`src/rtl/multi_debouncer.sv`:
```
// multi_debouncer
// N-channel button/switch conditioner running on the slow sampling clock.
// Each channel passes through a two-flop synchroniser and then a stability
// filter. The filter output drives registered rise/fall edge pulses and a
// long-press detector with a level output and a one-shot pulse. The channels
// share no state.

module multi_debouncer #(
    parameter int CHANNELS      = 4,
    parameter int STABLE_CYCLES = 16,
    parameter int HOLD_CYCLES   = 500
) (
    input  logic                clk,
    input  logic                rst,
    input  logic [CHANNELS-1:0] noisy_in,
    output logic [CHANNELS-1:0] clean_out,
    output logic [CHANNELS-1:0] rise_pulse,
    output logic [CHANNELS-1:0] fall_pulse,
    output logic [CHANNELS-1:0] long_press,
    output logic [CHANNELS-1:0] long_pulse
);

    localparam int CNT_W  = $clog2(STABLE_CYCLES + 1);
    localparam int HOLD_W = $clog2(HOLD_CYCLES + 1);

    // The filter flips on the last of STABLE_CYCLES disagreeing samples, so
    // the counter value to match is one less than the sample count.
    localparam logic [CNT_W-1:0]  STABLE_LAST = CNT_W'(STABLE_CYCLES - 1);
    localparam logic [HOLD_W-1:0] HOLD_MAX    = HOLD_W'(HOLD_CYCLES);

    logic [CHANNELS-1:0] sync0_q;
    logic [CHANNELS-1:0] sync1_q;
    logic [CHANNELS-1:0] clean_q,      clean_d;
    logic [CHANNELS-1:0] rise_q,       rise_d;
    logic [CHANNELS-1:0] fall_q,       fall_d;
    logic [CHANNELS-1:0] long_q,       long_d;
    logic [CHANNELS-1:0] long_pulse_q, long_pulse_d;
    logic [CNT_W-1:0]    cnt_q  [CHANNELS];
    logic [CNT_W-1:0]    cnt_d  [CHANNELS];
    logic [HOLD_W-1:0]   hold_q [CHANNELS];
    logic [HOLD_W-1:0]   hold_d [CHANNELS];

    // Per-channel next state: stability filter, edge pulses and the hold counter
    always_comb begin
        clean_d      = clean_q;
        rise_d       = '0;
        fall_d       = '0;
        long_d       = '0;
        long_pulse_d = '0;
        for (int c = 0; c < CHANNELS; c++) begin
            cnt_d[c]  = '0;
            hold_d[c] = '0;
        end

        for (int c = 0; c < CHANNELS; c++) begin
            // A single agreeing sample leaves the counter at zero, so any
            // bounce restarts qualification.
            if (sync1_q[c] != clean_q[c]) begin
                if (cnt_q[c] == STABLE_LAST) begin
                    clean_d[c] = sync1_q[c];
                    rise_d[c]  = sync1_q[c];
                    fall_d[c]  = ~sync1_q[c];
                end else begin
                    cnt_d[c] = cnt_q[c] + CNT_W'(1);
                end
            end

            // Counting starts on the edge after the rise and stops on the
            // fall edge itself. long_press therefore rises HOLD_CYCLES after
            // rise_pulse and drops together with fall_pulse.
            if (clean_q[c] && clean_d[c]) begin
                if (hold_q[c] == HOLD_MAX) begin
                    hold_d[c] = hold_q[c];
                end else begin
                    hold_d[c] = hold_q[c] + HOLD_W'(1);
                end
            end

            long_d[c]       = (hold_d[c] == HOLD_MAX);
            long_pulse_d[c] = long_d[c] & ~long_q[c];
        end
    end

    // State registers; reset takes priority over every update
    always_ff @(posedge clk) begin
        if (rst) begin
            sync0_q      <= '0;
            sync1_q      <= '0;
            clean_q      <= '0;
            rise_q       <= '0;
            fall_q       <= '0;
            long_q       <= '0;
            long_pulse_q <= '0;
            for (int c = 0; c < CHANNELS; c++) begin
                cnt_q[c]  <= '0;
                hold_q[c] <= '0;
            end
        end else begin
            sync0_q      <= noisy_in;
            sync1_q      <= sync0_q;
            clean_q      <= clean_d;
            rise_q       <= rise_d;
            fall_q       <= fall_d;
            long_q       <= long_d;
            long_pulse_q <= long_pulse_d;
            for (int c = 0; c < CHANNELS; c++) begin
                cnt_q[c]  <= cnt_d[c];
                hold_q[c] <= hold_d[c];
            end
        end
    end

    assign clean_out  = clean_q;
    assign rise_pulse = rise_q;
    assign fall_pulse = fall_q;
    assign long_press = long_q;
    assign long_pulse = long_pulse_q;

endmodule
```
`config.mk`:
```
export PLATFORM = sky130hd
export DESIGN_NAME = multi_debouncer
export DESIGN_NICKNAME = d
export VERILOG_FILES = /design/src/rtl/multi_debouncer.sv
export SDC_FILE = /design/constraint.sdc
export NUM_CORES = 1
export LEC_CHECK = 0
export ABC_CLOCK_PERIOD_IN_PS = 2020
export BUFFER_PORTS_ARGS = -buffer_cell sky130_fd_sc_hd__clkbuf_2
export CORE_MARGIN = 2
export CORE_UTILIZATION = 40
export CTS_CLUSTER_SIZE = 28
export DETAILED_ROUTE_END_ITERATION = 7
export PLACE_DENSITY = 0.59
export SLEW_MARGIN = 15
export SYNTH_ARGS = -nofsm -noshare
export SYNTH_HDL_FRONTEND = slang
export SYNTH_SLANG_ARGS = --single-unit
```
`constraint.sdc`:
```
create_clock -name clk -period 2.02 [get_ports clk]
set_input_delay 0.303 -clock clk [delete_from_list [all_inputs] [get_ports clk]]
set_output_delay 0.303 -clock clk [all_outputs]
set_load 0.02 [all_outputs]
```
# Yosys cells after proc, flatten, opt, wreduce, memory -nomap -nowiden
# Memory sizes are Yosys's and may differ from the RTL's.
# Index checks and enable logic that the tools add are counted.
dict set report totals {
  regBits 28
  latchBits 0
  mem_bits_rw 56
  romBits 0
  inputBits 6
  out_inout_bits 20
  elab_cells 110
  memories 2
}
# name depth width read_ports rd_clocked_by_memory_dff wr line_no
set mem_list {}
lappend mem_list {hold_q 4 9 4 0 4 40} ;# logic [HOLD_W-1:0] hold_q [CHANNELS];
lappend mem_list {cnt_q 4 5 4 0 4 38} ;# logic [CNT_W-1:0] cnt_q [CHANNELS];
dict set report classes {
  addsub 8
  n_mul 0
  div 0
  order_cmp 0
  eq_ne 16
  n_shift 0
  n_mux 35
  bitwise 28
  reduce_logical 8
}
# op count
set ops {}
lappend ops {{$mux W9} 12}
lappend ops {{$eq A9 B9 Y1 const B} 8}
lappend ops {{$mux W5} 12}
lappend ops {{$add A9 B1 Y9 const B} 4}
lappend ops {{$add A5 B1 Y5 const B} 4}
lappend ops {{$eq A5 B4 Y1 const B} 4}
lappend ops {{$not A1 Y1} 16}
lappend ops {{$reduce_or A3 Y1} 4}
lappend ops {{$mux W1} 11}
lappend ops {{$or A1 B1 Y1} 8}
lappend ops {{$and A1 B1 Y1} 4}
lappend ops {{$logic_and A1 B1 Y1} 4}
lappend ops {{$ne A1 B1 Y1} 4}

# Logic depth before layout (Yosys ltp)
# Gate-level depths: netlist of the first run.
dict set report logic_depth {
  depth_word 7
  depth_mapped 8
  depth_no_buf 8
}

# Least setup slack after synthesis of the first run
# Ideal clock, no wire load.
dict set report synth_timing {
  kind {reg-to-reg}
  startpoint {memory cnt_q[1][0] (netlist bit)}
  endpoint {register long_q[1] (netlist: long_press[1])}
  setup_time_ns 0.062
  arrival_time_ns 2.019
  t_required_ns 1.958
  setup_slack_ns -0.061
  stages_incl_launch_ff 9
  path_buffers 0
  period_less_slack_ns 2.081
  cell_sequence {dfxtp_1 ha_1 and3_1 ha_1 nand2b_1 nand3b_1 o21bai_1 a2111oi_0 and4_1}
}
# item line_no
set synth_rtl {}
lappend synth_rtl {{from (decl)} 38}
lappend synth_rtl {{to (signal assigned)} 104} ;# long_q <= long_d;
lappend synth_rtl {{to (decl)} 36} ;# logic [CHANNELS-1:0] long_q, long_d;

==> results.rst, run 1 <==
.. list-table::
   :header-rows: 1

   * - Metric
     - Value
   * - Leak
     - 1.471 nW
   * - Quantity of hold-fixing buffers added after cts
     - 0
   * - Max transition margin
     - between 70% and 80%
   * - Routed wirelength normalized by instance count
     - about 12 um
   * - Antenna violations before repair
     - 0
   * - Diode insertion count for antenna repair
     - 0
   * - Sequential fraction of design power
     - just under 60%
   * - Detail Placement HPWL
     - 4535 um
   * - Final Hold Vio Count
     - 0
   * - Max-cap violations
     - 0
   * - Placed cell area
     - between 0.003 and 0.004 sq mm
   * - Clock network fraction of total power
     - 40.1%
   * - Clock buffers created by TritonCTS
     - 9
   * - Final global-route overflow total
     - 0
   * - Clock root buffer
     - clkbuf_8
   * - Total power consumption of the routed design
     - around 2.8 mW
   * - TritonRoute pass-1 iters
     - 4
   * - H-tree lvl count
     - 3
   * - Overall via count from detail_route
     - approximately 2,700
   * - Floorplan die area
     - around 0.0097 sq mm
   * - Data arrival time at the worst-slack endpoint
     - approximately 2200 ps
   * - Worst clock skew
     - 11.00 ps
   * - Final routed wirelength across all metal layers
     - 6292 um
   * - Post-synthesis cell area
     - approximately 0.0036 sq mm
   * - Maximum clock insertion buffer count
     - 2
   * - Top-level I/O count
     - 26
   * - Share of synthesized area occupied by flip-flops and latches
     - 47.06%
   * - DP Cell Count
     - about 520
   * - Core box area
     - around 0.0087 sq mm
   * - Highest fanout seen on the critical path
     - 6
   * - Worst slack on hold paths
     - about 160 ps
   * - Die span in x
     - a little under 100 um
   * - Post-route DRC violation count
     - 0
   * - Count of state elements after synthesis
     - 84
   * - Final setup TNS
     - 0 ps
   * - Internal Pwr Total
     - 2.209 mW
   * - Vias per cell
     - 4.987
   * - GRT Overall Usage
     - a little over an eighth
   * - Result of the run
     - complete, no violations
   * - Async set-reset flop share out of synthesis
     - 0%
   * - Yosys Warn Count
     - 0
   * - DRT iter0 DRCs
     - 33
   * - Part of the cycle the worst path needs
     - between 90 and 100%
   * - Area growth from synthesis to layout
     - 15.58%
   * - Sequence of cells on the critical path
     - inv_1, ha_1, nand4b_1, nor2_2, mux2_2, or4b_4, nor3_2
   * - Path class of the lowest-slack min-delay path
     - in -> reg
   * - Port buffer count
     - 25
   * - Count of final max-slew check failures
     - 0
   * - Layout cell share with drive strength beyond 1
     - around 17%
   * - Standard-cell row count
     - 34
   * - Peak supply drop
     - roughly 0.0003 V
   * - Setup slack of the most critical reg-to-reg path
     - 90 ps
   * - Switching share of power
     - ~22%
   * - Avg Cell Area, Syn
     - roughly 9.2 sq um
   * - Critical setup path kind
     - reg -> reg
   * - Initial standard-cell utilization of the core
     - 41.18%
   * - Count of unique library cells instantiated by Yosys
     - 51
   * - Vertical die dimension
     - about 99 um
   * - Cell area after layout
     - between 0.004 and 0.005 sq mm
   * - Crit path launch type
     - register
   * - Count of flip-flops with a built-in enable after synthesis
     - 0
   * - Post-synth net total
     - 409
   * - CTS tree
     - built
   * - Utilization after layout
     - 47.59%
   * - Vias in the first global route
     - 2,519
   * - Layout net count
     - 447
   * - Pin count of the biggest net entering global routing
     - 16
   * - Clk_lat worst skew
     - around 340 ps
   * - Count of clock tree sinks
     - 84
   * - Required @ worst endpoint
     - ~2300 ps
   * - Clock Pin Slew Worst Setup and Hold Paths
     - about 90 ps
   * - Mapped Cells
     - 387
   * - Worst slack after detailed placement
     - ~40 ps
   * - Maximum clock rate
     - between 500 and 600 MHz
   * - Final setup fails
     - 0
   * - Non-filler cells in the finished layout
     - 538
   * - Final-layout fill cell count
     - 871
   * - Gpl congestion
     - approximately 0.8
   * - Slowest CP cell
     - or4b_4
   * - Net switching power of the design
     - between 0.6 and 0.7 mW
   * - Tightest Pin Transition
     - 401.5 ps
   * - Number of antenna-violating nets in the routed design
     - 0
   * - First-pass GRT wire length
     - 10,980 um
   * - Worst setup margin
     - ~95 ps
   * - P per Cell Area
     - just under 700 mW/mm^2
   * - Most common flop cell mapped by yosys
     - dfxtp_1
   * - Final min period
     - around 1900 ps
   * - Combinational fraction of design power
     - under 10%
   * - Crit end category
     - register
   * - Delay of the slowest critical-path stage
     - between 500 and 600 ps
-- critical path: cells and delay by family, from the launching register on --
kind                     cells  cell delay [ps]
buffers and inverters        1              100
adder cells (fa/ha/maj)      1              160
AND/OR/NAND/NOR              4              900
multiplexers                 1              350
flip-flops                   1              350
-- kinds of logic (layout without fill, tap and decap cells) --
logic type	count (synthesis)	after routing	share of synthesized area [%]
buf+inv	31	74	3.466
fa+ha+maj	16	16	5.602
flops	84	84	47.06
simple gates	180	180	27.17
mux	6	6	1.751
compound gates	38	38	7.109
xor+xnor	32	32	7.843
-- cell type report --
| type | count | area, sq um | share of cell area [%] |
|---|---|---|---|
| clock inverters | 5 | 42.54 | 1.030 |
| inverters | 21 | 78.83 | 1.909 |
| multi-input cells | 272 | 1823 | 44.14 |
| repair buffers | 37 | 215.2 | 5.211 |
| clock buffers | 11 | 151.4 | 3.666 |
| well taps | 108 | 135.1 | 3.272 |
| flip-flops and latches | 84 | 1684 | 40.78 |
-- per-layer routing --
metal / GRT usage [%] / routed length, um / up-vias
li1: - / - / 1407
met1: 17.07 / 3117 / 1239
met2: 22.76 / 2930 / 30
met3: 2.695 / 154 / 7
met4: 6.217 / 90 / 0
met5: 0 / 0 / -
-- power by group through the flow --
stage / sequential (mW) / combinational (mW) / clock [mW]
6_report: 1.67 / 0.0354 / 1.14
5_1_grt: 1.67 / 0.0397 / 1.25
4_1_cts: 1.67 / 0.0360 / 1.19
3_5_place_dp: 1.71 / 0.0359 / 0
3_3_place_gp: 1.71 / 0.0354 / 0
2_1_floorplan: 1.71 / 0.0217 / 0
-- worst paths after layout --
| kind | from | to | cells after the start |
|---|---|---|---|
| worst max register to register | hold_q[3][0] | long_pulse[3] | 7 |
| worst max-delay path | hold_q[3][0] | long_pulse[3] | 7 |
| worst min-delay path | noisy_in[2] | sync0_q[2] | 2 |
| worst min register to register | cnt_q[1][0] | cnt_q[1][0] | 1 |
-- repair_timing --
item                                    in CTS  in global routing
setup buffers                                0                  1
endpoints found under the setup margin       0                  6
gates resized for setup                      0                 13
-- synthesized netlist by cell type, types with 2 or more instances --
library cell	instances	area share (%)
nand2b_1	3	0.53
nand4b_1	3	0.74
mux2i_1	4	1.1
mux2_2	2	0.63
nand3b_1	3	0.63
nor4_1	4	0.70
dfxtp_1	84	47
xor2_1	14	3.4
o21ai_0	11	1.5
nand2_1	22	2.3
clkbuf_1	8	0.84
or3_1	10	1.8
and3_1	6	1.1
ha_1	16	5.6
nor3b_1	4	0.84
inv_1	21	2.2
a2111oi_0	2	0.49
a21oi_1	12	1.7
nor2_1	66	6.9
and4_1	5	1.2
xnor2_1	18	4.4
nor4b_1	2	0.49
or2_2	3	0.53
nor3_1	3	0.42
nor4bb_1	5	1.4
nor2b_1	11	1.9
nand4_1	9	1.6
nand3_1	13	1.8
-- flip-flops by register name, summed over array words and instances (netlist names) --
name        cells
sync0_q         4
clean_out       4
long_pulse      4
cnt_q          20
fall_pulse      4
long_press      4
rise_pulse      4
hold_q         36
sync1_q         4
-- placed cells by master, fill, tap and decap left out, types with 3 or more instances in the layout --
master,instances
a21oi_1,11
and3_1,6
and4_1,5
buf_4,12
clkbuf_2,25
clkbuf_8,11
dfxtp_1,82
ha_1,14
inv_1,21
mux2i_1,4
nand2_1,21
nand2b_1,3
nand3_1,13
nand3b_1,3
nand4_1,9
nand4b_1,3
nor2_1,65
nor2b_1,11
nor3_1,3
nor3b_1,4
nor4_1,4
nor4bb_1,5
o21ai_0,11
or2_2,3
or3_1,10
xnor2_1,17
xor2_1,14
No activity file was read; power rests on OpenSTA's default activity.
==> run 2, diff against run 1 <==
--- a/config.mk
+++ b/config.mk
@@ -6,12 +6,11 @@
 export NUM_CORES = 1
 export LEC_CHECK = 0
 export ABC_CLOCK_PERIOD_IN_PS = 2020
-export BUFFER_PORTS_ARGS = -buffer_cell sky130_fd_sc_hd__clkbuf_2
-export CORE_MARGIN = 2
-export CORE_UTILIZATION = 40
+export CORE_UTILIZATION = 56
 export CTS_CLUSTER_SIZE = 28
 export DETAILED_ROUTE_END_ITERATION = 7
-export PLACE_DENSITY = 0.59
+export DONT_BUFFER_PORTS = 1
+export PLACE_DENSITY = 0.74
 export SLEW_MARGIN = 15
 export SYNTH_ARGS = -nofsm -noshare
 export SYNTH_HDL_FRONTEND = slang
==> results.rst, run 2 (same netlist as run 1, synthesis figures left out) <==
.. list-table::
   :header-rows: 1

   * - Metric
     - Value
   * - Floorplan die area
     - between 0.006 and 0.007 sq mm
   * - Required @ worst endpoint
     - ~2300 ps
   * - Cell area after layout
     - 0.003970 sq mm
   * - Met3 routed wirelength
     - ~140 um
   * - Max-cap violations
     - 0
   * - Final setup fails
     - 0
   * - Leading cell types in the layout, fill and taps excluded
     - dfxtp_1, nor2_1, nand2_1
   * - Top register by number of flip-flops
     - hold_q
   * - Leak
     - 1.338 nW
   * - Max transition margin
     - a little over two thirds
   * - Die span in x
     - just over 80 um
   * - Crit path launch type
     - register
   * - Top-level I/O count
     - 26
   * - Layout cell share with drive strength beyond 1
     - between 10 and 15%
   * - Peak supply drop
     - between 0.0004 and 0.0005 V
   * - Detail Placement HPWL
     - between 4000 and 5000 um
   * - Final routed wirelength across all metal layers
     - between 6000 and 7000 um
   * - DRT iter0 DRCs
     - 67
   * - Layout net count
     - between 400 and 500
   * - Worst setup margin
     - around 120 ps
   * - TritonRoute pass-1 iters
     - 4
   * - Final global-route overflow total
     - 0
   * - Vias per cell
     - roughly 5.5
   * - GRT Overall Usage
     - about 19%
   * - Maximum clock rate
     - between 500 and 600 MHz
   * - Clock buffers created by TritonCTS
     - 9
   * - Number of antenna-violating nets in the routed design
     - 0
   * - Met1 routed wirelength after detailed routing
     - slightly above 3000 um
   * - Final min period
     - ~1900 ps
   * - Max FFs per register
     - 36
   * - Initial standard-cell utilization of the core
     - 59.30%
   * - Top Registers
     - hold_q: 36 flops, cnt_q: 20 flops
   * - Diode insertion count for antenna repair
     - 0
   * - Vertical die dimension
     - a little over 80 um
   * - Clk_lat worst skew
     - between 300 and 400 ps
   * - CTS tree
     - built
   * - Gpl congestion
     - 0.8166
   * - Clock Pin Slew Worst Setup and Hold Paths
     - 80 ps
   * - Worst clock skew
     - ~7.4 ps
   * - Antenna violations before repair
     - 0
   * - Overall via count from detail_route
     - between 2,000 and 3,000
   * - Maximum clock insertion buffer count
     - 2
   * - Standard-cell row count
     - 28
   * - Crit end category
     - register
   * - Result of the run
     - complete, no violations
   * - Total power consumption of the routed design
     - ~2.8 mW
   * - Data arrival time at the worst-slack endpoint
     - approximately 2200 ps
   * - Path class of the lowest-slack min-delay path
     - in -> reg
   * - Area growth from synthesis to layout
     - 11.10%
   * - Final Hold Vio Count
     - 0
   * - Count of clock tree sinks
     - 84
   * - Routed wirelength normalized by instance count
     - between 10 and 15 um
   * - Pin count of the biggest net entering global routing
     - 35
   * - Port buffer count
     - 0
   * - Clock root buffer
     - clkbuf_8
   * - Vias in the first global route
     - approximately 2,400
   * - Commonest non-fill, non-tap cell in the layout
     - dfxtp_1
   * - Worst slack after detailed placement
     - -9.018 ps
   * - Count of final max-slew check failures
     - 0
   * - Highest fanout seen on the critical path
     - 4
   * - WL met2
     - between 2000 and 3000 um
   * - Critical setup path kind
     - reg -> reg
   * - First-pass GRT wire length
     - 10,010 um
   * - Core box area
     - between 0.006 and 0.007 sq mm
   * - H-tree lvl count
     - 3
   * - Part of the cycle the worst path needs
     - 93.93%
   * - Utilization after layout
     - 65.88%
   * - Highest signal layer in the routed design
     - met4
   * - Placed cell area
     - about 0.0037 sq mm
   * - Tightest Pin Transition
     - around 450 ps
   * - Post-route DRC violation count
     - 0
   * - P per Cell Area
     - between 700 and 800 mW/mm^2
run 2: cell types whose count changed in the layout (fill, tap and decap cells not counted), moves of 2 or more:
| cell | delta |
|---|---|
| clkbuf_2 | -25 |
| buf_4 | -3 |
| inv_6 | -2 |
| clkinv_4 | -2 |
run 2: critical path: stages, from the launching register on:
cell       delay, ps
dfxtp_2          340
ha_2             190
and3_4           190
ha_4             160
nand2b_1          90
nand3b_1         110
o21bai_4         210
a2111oi_4        340
and4_1           220
run 2: what timing repair did:
action,in CTS,in global routing
resized for setup,1,18
pin swaps,0,5
hold buffers,0,1
setup endpoints to repair,2,6
buffers inserted,0,2
endpoints found under the hold margin,0,4
run 2: per-stage QoR:
| stage | instances | TNS, ps | hold slack (ps) |
|---|---|---|---|
| CTS | 474 | 0 | 2.609 |
| floorplan | 387 | 0 | 413.8 |
| global placement | 459 | 0 | 378.4 |
| global route | 477 | -2.114 | 2.203 |
| detailed placement | 459 | -12.34 | 380.0 |
| finish | 477 | 0 | 28.87 |
run 2: final cells by class:
class	count	area, sq um
clock buffers	11	141.4
clock inverters	4	50.05
fillers	514	2056
inverters	21	78.83
multi-input cells	272	1843
flip-flops and latches	84	1685
well taps	75	93.84
repair buffers	10	77.57
run 2: metal layers:
metal  track usage (%)  vias to the layer above
li1                  -                     1346
met1             23.47                     1230
met2             32.56                       28
met3             5.556                        9
met4             7.719                        0
met5                 0                        -
run 2: worst paths after layout:
check	cells after the start	startpoint	endpoint	slack, ps
worst max register to register	8	cnt_q[1][0]	long_press[1]	120
worst max-delay path	8	cnt_q[1][0]	long_press[1]	120
worst min register to register	1	cnt_q[3][0]	cnt_q[3][0]	420
worst min-delay path	1	rst	clean_out[3]	30
run 2: power breakdown:
group / internal (mW) / total (mW) / switching [mW]
clock network: 0.596 / 1.15 / 0.555
logic: 0.0119 / 0.0211 / 0.00917
registers: 1.66 / 1.67 / 0.00694
